==> config.mk <==
export PLATFORM = sky130hd
export DESIGN_NAME = puf_response_collector
export DESIGN_NICKNAME = d
export VERILOG_FILES = /design/src/rtl/puf_response_collector.sv
export SDC_FILE = /design/constraint.sdc
export NUM_CORES = 1
export LEC_CHECK = 0
export BUFFER_PORTS_ARGS = -buffer_cell sky130_fd_sc_hd__buf_4
export CAP_MARGIN = 20
export CORE_MARGIN = 4
export CORE_UTILIZATION = 45
export DETAILED_ROUTE_END_ITERATION = 16
export PLACE_DENSITY_LB_ADDON = 0.3
export SLEW_MARGIN = 20
export SYNTH_ARGS = -nofsm -noshare
export SYNTH_HDL_FRONTEND = slang
export SYNTH_SLANG_ARGS = --single-unit
==> constraint.sdc <==
create_clock -name clk_i -period 3.99 [get_ports clk_i]
set_input_delay 0.1995 -clock clk_i [delete_from_list [all_inputs] [get_ports clk_i]]
set_output_delay 0.1995 -clock clk_i [all_outputs]
set_load 0.03 [all_outputs]
==> src/rtl/puf_response_collector.sv <==
// Sweeps the 32:1 PUF mux over two challenge banks, majority-votes each cell and
// presents the assembled 64-bit response over a valid/ready handshake.
module puf_response_collector #(
    parameter int unsigned SETTLE_CYCLES = 4,
    parameter int unsigned VOTES         = 3
) (
    input  logic        clk_i,
    input  logic        rst_i,
    input  logic        start_i,
    output logic [4:0]  mux_sel_o,
    output logic        bank_o,
    input  logic        mux_bit_i,
    output logic        busy_o,
    output logic        resp_valid_o,
    input  logic        resp_ready_i,
    output logic [63:0] resp_data_o
);

    localparam int unsigned CntMax = (SETTLE_CYCLES > VOTES) ? SETTLE_CYCLES : VOTES;
    localparam int unsigned CntW   = $clog2(CntMax + 1);
    localparam int unsigned OnesW  = $clog2(VOTES + 1);

    typedef enum logic [2:0] {
        StIdle,
        StSettle,
        StSample,
        StShift,
        StDone
    } state_e;

    state_e             state_q, state_d;
    logic [5:0]         idx_q, idx_d;
    logic [CntW-1:0]    cnt_q, cnt_d;
    logic [OnesW-1:0]   ones_q, ones_d;
    logic [63:0]        resp_q, resp_d;
    logic               valid_q, valid_d;
    logic               transfer;

    assign transfer = valid_q && resp_ready_i;

    always_comb begin
        state_d = state_q;
        idx_d   = idx_q;
        cnt_d   = cnt_q;
        ones_d  = ones_q;
        resp_d  = resp_q;
        valid_d = 1'b0;
        unique case (state_q)
            StIdle: begin
                if (start_i) begin
                    state_d = StSettle;
                    idx_d   = '0;
                    cnt_d   = '0;
                    resp_d  = '0;
                end
            end
            StSettle: begin
                if (cnt_q == CntW'(SETTLE_CYCLES - 1)) begin
                    state_d = StSample;
                    cnt_d   = '0;
                    ones_d  = '0;
                end else begin
                    cnt_d = cnt_q + 1'b1;
                end
            end
            StSample: begin
                ones_d = ones_q + OnesW'(mux_bit_i);
                if (cnt_q == CntW'(VOTES - 1)) begin
                    state_d = StShift;
                    cnt_d   = '0;
                end else begin
                    cnt_d = cnt_q + 1'b1;
                end
            end
            StShift: begin
                resp_d[idx_q] = (ones_q > OnesW'(VOTES / 2));
                idx_d         = idx_q + 6'd1;
                cnt_d         = '0;
                state_d       = (idx_q == 6'd63) ? StDone : StSettle;
            end
            StDone: begin
                // Valid rises one cycle after DONE entry and drops on the transfer edge.
                valid_d = !transfer;
                if (transfer) begin
                    state_d = StIdle;
                end
            end
            default: state_d = StIdle;
        endcase
    end

    always_ff @(posedge clk_i) begin
        if (rst_i) begin
            state_q <= StIdle;
            idx_q   <= '0;
            cnt_q   <= '0;
            ones_q  <= '0;
            resp_q  <= '0;
            valid_q <= 1'b0;
        end else begin
            state_q <= state_d;
            idx_q   <= idx_d;
            cnt_q   <= cnt_d;
            ones_q  <= ones_d;
            resp_q  <= resp_d;
            valid_q <= valid_d;
        end
    end

    assign mux_sel_o    = idx_q[4:0];
    assign bank_o       = idx_q[5];
    assign busy_o       = (state_q != StIdle);
    assign resp_valid_o = valid_q;
    assign resp_data_o  = resp_q;

endmodule
== Word-level counts from Yosys, hierarchy flattened ==
Cells that the tools add are included.

* Bitwise gates (word level): 1
* $add $sub $neg: 3
* Mux-type cells: 19
* Equal/unequal tests: 11
* Reduce and logical (&&, ||, !) cells: 13
* Magnitude comparators: 3

{| class="wikitable"
|+ Operators with widths
! operator !! count
|-
| $pmux W64 S2 || 1
|-
| $bwmux W64 || 1
|-
| $mux W64 || 1
|-
| $mux W3 || 8
|-
| $pmux W3 S5 || 1
|-
| $eq A3 B2 Y1 const B || 4
|-
| $pmux W3 S4 || 1
|-
| $pmux W6 S2 || 1
|-
| $ne A2 B2 Y1 const B || 4
|-
| $lt A6 B7 Y1 const B || 1
|-
| $add A6 B1 Y6 const B || 1
|-
| $demux W1 S6 || 1
|-
| $eq A6 B6 Y1 const B || 1
|-
| $ge A6 B1 Y1 const B || 1
|-
| $mux W6 || 1
|-
| $reduce_and A2 Y1 || 3
|-
| $pmux W2 S2 || 1
|-
| $reduce_and A4 Y1 || 1
|-
| $reduce_bool A2 Y1 || 2
|-
| $reduce_bool A4 Y1 || 1
|-
| $add A3 B1 Y3 const B || 1
|-
| $eq A3 B1 Y1 const B || 1
|-
| $eq A3 B3 Y1 const B || 1
|-
| $logic_not A3 Y1 || 1
|-
| 9 further kinds || 10
|}

* Logic and storage cells: 56
* Bits of input ports: 5
* Register bits: 79
* Output and inout port bits: 72

== Depth between registers and ports, before layout ==
* Depth in word-level cells: 6
* Gate-level depth with buffers: 7
* Mapped depth without buffers: 7

== Worst setup path before layout ==
Ideal clock, no wire load.

* Kind: register to register
* Start: reg idx_q[0]
* End: reg resp_q[55], in the netlist resp_data_o[55]
* Arrival time: 1.586 ns
* Path slack: 2.277 ns
* Cell stages (with the launch flop): 7
* Cell sequence: dfxtp_1 -> buf_4 -> and4b_1 -> nand3_1 -> buf_2 -> o211ai_1 -> o31ai_1

* Word-level cells in the longest chain between the ends: 6

{| class="wikitable"
|+ Ends and longest elaborated chain
! element !! line !! RTL
|-
| start, declared || 32 || <nowiki>logic [5:0] idx_q, idx_d;</nowiki>
|-
| start signal, assigned || 102 || <nowiki>idx_q <= idx_d;</nowiki>
|-
| $lt A6 B7 Y1 / $ge A6 B1 Y1 (equally long branches) || 76 || <nowiki>resp_d[idx_q] = (ones_q > OnesW'(VOTES / 2));</nowiki>
|-
| $logic_and A1 B1 Y1 (implied by the code) || 76 ||
|-
| $mux W1 (implied by the code) || 76 ||
|-
| $demux W1 S6 (*) || 76 ||
|-
| $bwmux W64 (*) || 76 ||
|-
| $pmux W64 S2 (*) || 48 || <nowiki>unique case (state_q)</nowiki>
|-
| end signal, assigned || 105 || <nowiki>resp_q <= resp_d;</nowiki>
|-
| end, declared || 35 || <nowiki>logic [63:0] resp_q, resp_d;</nowiki>
|}

Every way passes the cells marked *; elsewhere a longest branch is shown, timed or not.
A chain may end at the register's enable or synchronous reset.

== Worst setup path after layout ==
* Start: reg state_q[1]
* End: reg resp_q[24], in the netlist resp_data_o[24]

* Word-level cells in the longest chain between the ends: 3

{| class="wikitable"
|+ Ends and longest elaborated chain
! element !! line !! RTL
|-
| start, declared || 31 || <nowiki>state_e state_q, state_d;</nowiki>
|-
| start signal, assigned || 94 || <nowiki>state_q <= StIdle;</nowiki>
|-
| start signal, assigned || 101 || <nowiki>state_q <= state_d;</nowiki>
|-
| $eq A3 B2 Y1 / $logic_not A3 Y1 (equally long branches) || 48 ||
|-
| $reduce_bool A2 Y1 (no source line) / $ne A2 B2 Y1 (equally long branches) || n/a ||
|-
| $reduce_and A2 Y1 (no source line) || n/a ||
|}

Several ways; a longest one is shown, not always the timed one.

==> qor.yml <==
outcome: "complete, no violations"
antenna_found_initial: 0
synth_nets: 376
hold_violations: 0
synth_area_sq_um: 3370
path_class: "reg -> reg"
syn_to_final_growth_pct: 23.2
vias_per_cell: 5.83
combPwrFrac: 0.028
avgSynthCellArea_sq_um: 9.25
hpwl_um: 5940
die_w_um: 94.6
hp-class: "in -> reg"
clock-skew-final_ns: 0.0115
period_share: 0.558
switching_share: 0.222
seq_power_share: 0.533
timing.final.crit_period_ns: 2.22
yosysUniqueCellTypes: 45
power.total_mw: 1.49
cts_root_buf: "clkbuf_8"
clk_latency_ns: 0.35
regArea_sq_um: 1580
timing.hold.ws_ns: 0.169
p_sw_uw: 332
cts_tree: "yes"
dpl.cell_count: 509
cts_sinks: 79
grt_max_degree: 36
drt-total-wl_um: 8540
cp_num_buf_inv: 1
async_flop_share: 0
place_ws_ns: 1.81
rr_worst_depth: 5
drt_iter0_markers: 158
dieHeight_um: 94.6
worst_slew_pin_slew_ns: 0.809
startpoint_type: "flip-flop"
required_ns: 4.27
post_cts_buffers: 0
drv_slew: 0
rr_endpoint: "resp_data_o[24]$_SDFFE_PP0P_"
yosysTopAreaCellShare: 0.469
fill_cells: 657
grt-ovfl-total: 0
start_util: 0.465
timing.setup.tns_ns: 0
slew_headroom: 0.459
portBuffers: 76
yosysSeqAreaShare: 0.469
synth_cells: 365
cp_cell_sequence: "nor4b_4, nor2_4, buf_4, o211ai_1, o21ai_0"
dr.pass1.iters: 4
clock.fmax_mhz: 449
hold_path_depth: 4
instances_no_fill: 525
grt_pass1_vias: 2723
setup_ws_ns: 1.77
clockPowerShare: 0.439
max_stage_delay_ns: 0.69
routabilityCongestion: 0.767
nets: 432
ys_seq_elements: 79
ys_warn_count: 0
yosysTopAreaCell: "dfxtp_1"
crit_family: "simple AND/OR/NAND/NOR gates"
reg2reg_setup_slack_ns: 1.77
io_pins: 77
cap_violations: 0
irDropWorstVdd_uv: 219
core_sq_um: 7250
slowest_stage: "dfxtp_1"
leakage_nw: 1.54
hp-start: "resp_ready_i"
internal-power_mw: 1.16
multi_input_area_sq_um: 1630
final_antenna_net_count: 0
grt_pass1_wl_um: 13400
setup_viol_count_final: 0
h-tree-depth: 3
cts.clk_slew.worst_paths_ns: 0.09
drive_above_1_share: 0.239
power_density_nw_per_um2: 359
final_common_cell: "dfxtp_1"
layout_common_cells: "79 x dfxtp_1, 77 x buf_4, 39 x o211ai_1"
synth_edf_count: 0
grt_usage: 0.191
drc_errors: 0
arrival_ns: 2.50
holdBufCountCts: 0
synth_ff_type: "dfxtp_1"
critPathCaptureType: "flip-flop"
reg2reg_from: "state_q[1]$_SDFFE_PP0P_"
fp.dieArea_sq_um: 8950
clock_path_buffers: 2
synth_area_leaders: "dfxtp_1 47%, o211ai_1 8.7%, a32o_1 7.1%"
crit_fanout: 35
grt_setup_unrepaired: "false"
whs_endpoint: "resp_valid_o$_SDFF_PP0_"
rows: 31
wire_per_inst_um: 16.3
cts_made_buffers: 9
vias: 3063
cts_resized: 0
antenna_cells: 0
[how the worst max path moves through the flow]
| stage | end | cells after the start | start |
|---|---|---|---|
| after global placement | resp_data_o[34]$_SDFFE_PP0P_ | 5 | state_q[1]$_SDFFE_PP0P_ |
| final | resp_data_o[24]$_SDFFE_PP0P_ | 5 | state_q[1]$_SDFFE_PP0P_ |
| after global routing | resp_data_o[56]$_SDFFE_PP0P_ | 5 | state_q[1]$_SDFFE_PP0P_ |
| after floorplan | resp_data_o[55]$_SDFFE_PP0P_ | 6 | idx_q[0]$_SDFFE_PP0P_ |
| after detailed placement | resp_data_o[24]$_SDFFE_PP0P_ | 5 | state_q[1]$_SDFFE_PP0P_ |
| after CTS | resp_data_o[24]$_SDFFE_PP0P_ | 5 | state_q[1]$_SDFFE_PP0P_ |
[worst min-delay path, stage by stage]
cell and delay (ns):
buf_4 0.08, nand2_1 0.05, nand3_1 0.10, nor2_1 0.05
[cell families after synthesis]
kind of cell / count (synthesis) / synth area share
buffers and inverters: 38 / 0.0493
adder cells (fa/ha/maj): 6 / 0.0222
AO/OA/AOI/OAI: 127 / 0.268
AND/OR/NAND/NOR: 113 / 0.187
flip-flops: 79 / 0.469
XOR/XNOR: 2 / 0.00519
[metrics by stage]
stage | cell area (sq um) | util
finish | 4160 | 0.573
global route | 4160 | 0.573
CTS | 4160 | 0.573
detailed placement | 3940 | 0.543
global placement | 3940 | 0.543
floorplan | 3370 | -
[synthesized netlist by cell type (all sizes together), types with 2 or more instances]
master and n:
nand3b 4, clkbuf 12, or2 2, and2 4, nor3 11, a211oi 2, and3 2, a21oi 8
nand2b 4, dfxtp 79, inv 6, buf 20, o22ai 2, nor4b 2, a32o 24, a22oi 3
and3b 3, nor3b 3, nand2 35, nand4 4, nand3 10, o31ai 9, nor2 19, o211ai 39
or3 2, ha 6, nor2b 4, o21ai 36
[power by group through the flow]
| stage | Clock, mW | Combinational (mW) | Sequential [mW] |
|---|---|---|---|
| after floorplan | 0 | 0.0330 | 0.811 |
| after global placement | 0 | 0.0406 | 0.813 |
| after detailed placement | 0 | 0.0417 | 0.813 |
| after CTS | 0.662 | 0.0419 | 0.794 |
| after global routing | 0.697 | 0.0462 | 0.795 |
| final | 0.655 | 0.0419 | 0.794 |
[layout make-up]
| type | count | area share |
|---|---|---|
| flip-flops and latches | 79 | 0.380 |
| clock inverters | 6 | 0.0223 |
| clock buffers | 10 | 0.0307 |
| well taps | 99 | 0.0298 |
| inverters | 6 | 0.00542 |
| repair buffers | 77 | 0.139 |
| multi-input cells | 248 | 0.392 |
[state kept, by name (all words and copies together) (netlist names)]
| signal | flops |
|---|---|
| cnt_q | 3 |
| idx_q | 6 |
| ones_q | 2 |
| resp_data_o | 64 |
| resp_valid_o | 1 |
| state_q | 3 |
[layer usage]
layer	up-vias	track usage	routed length (um)
li1	1481	-	-
met1	1471	0.247	3820
met2	103	0.314	4050
met3	8	0.0494	594
met4	0	0.0553	78
met5	-	0	0
Power figures use the tool's default switching activity.
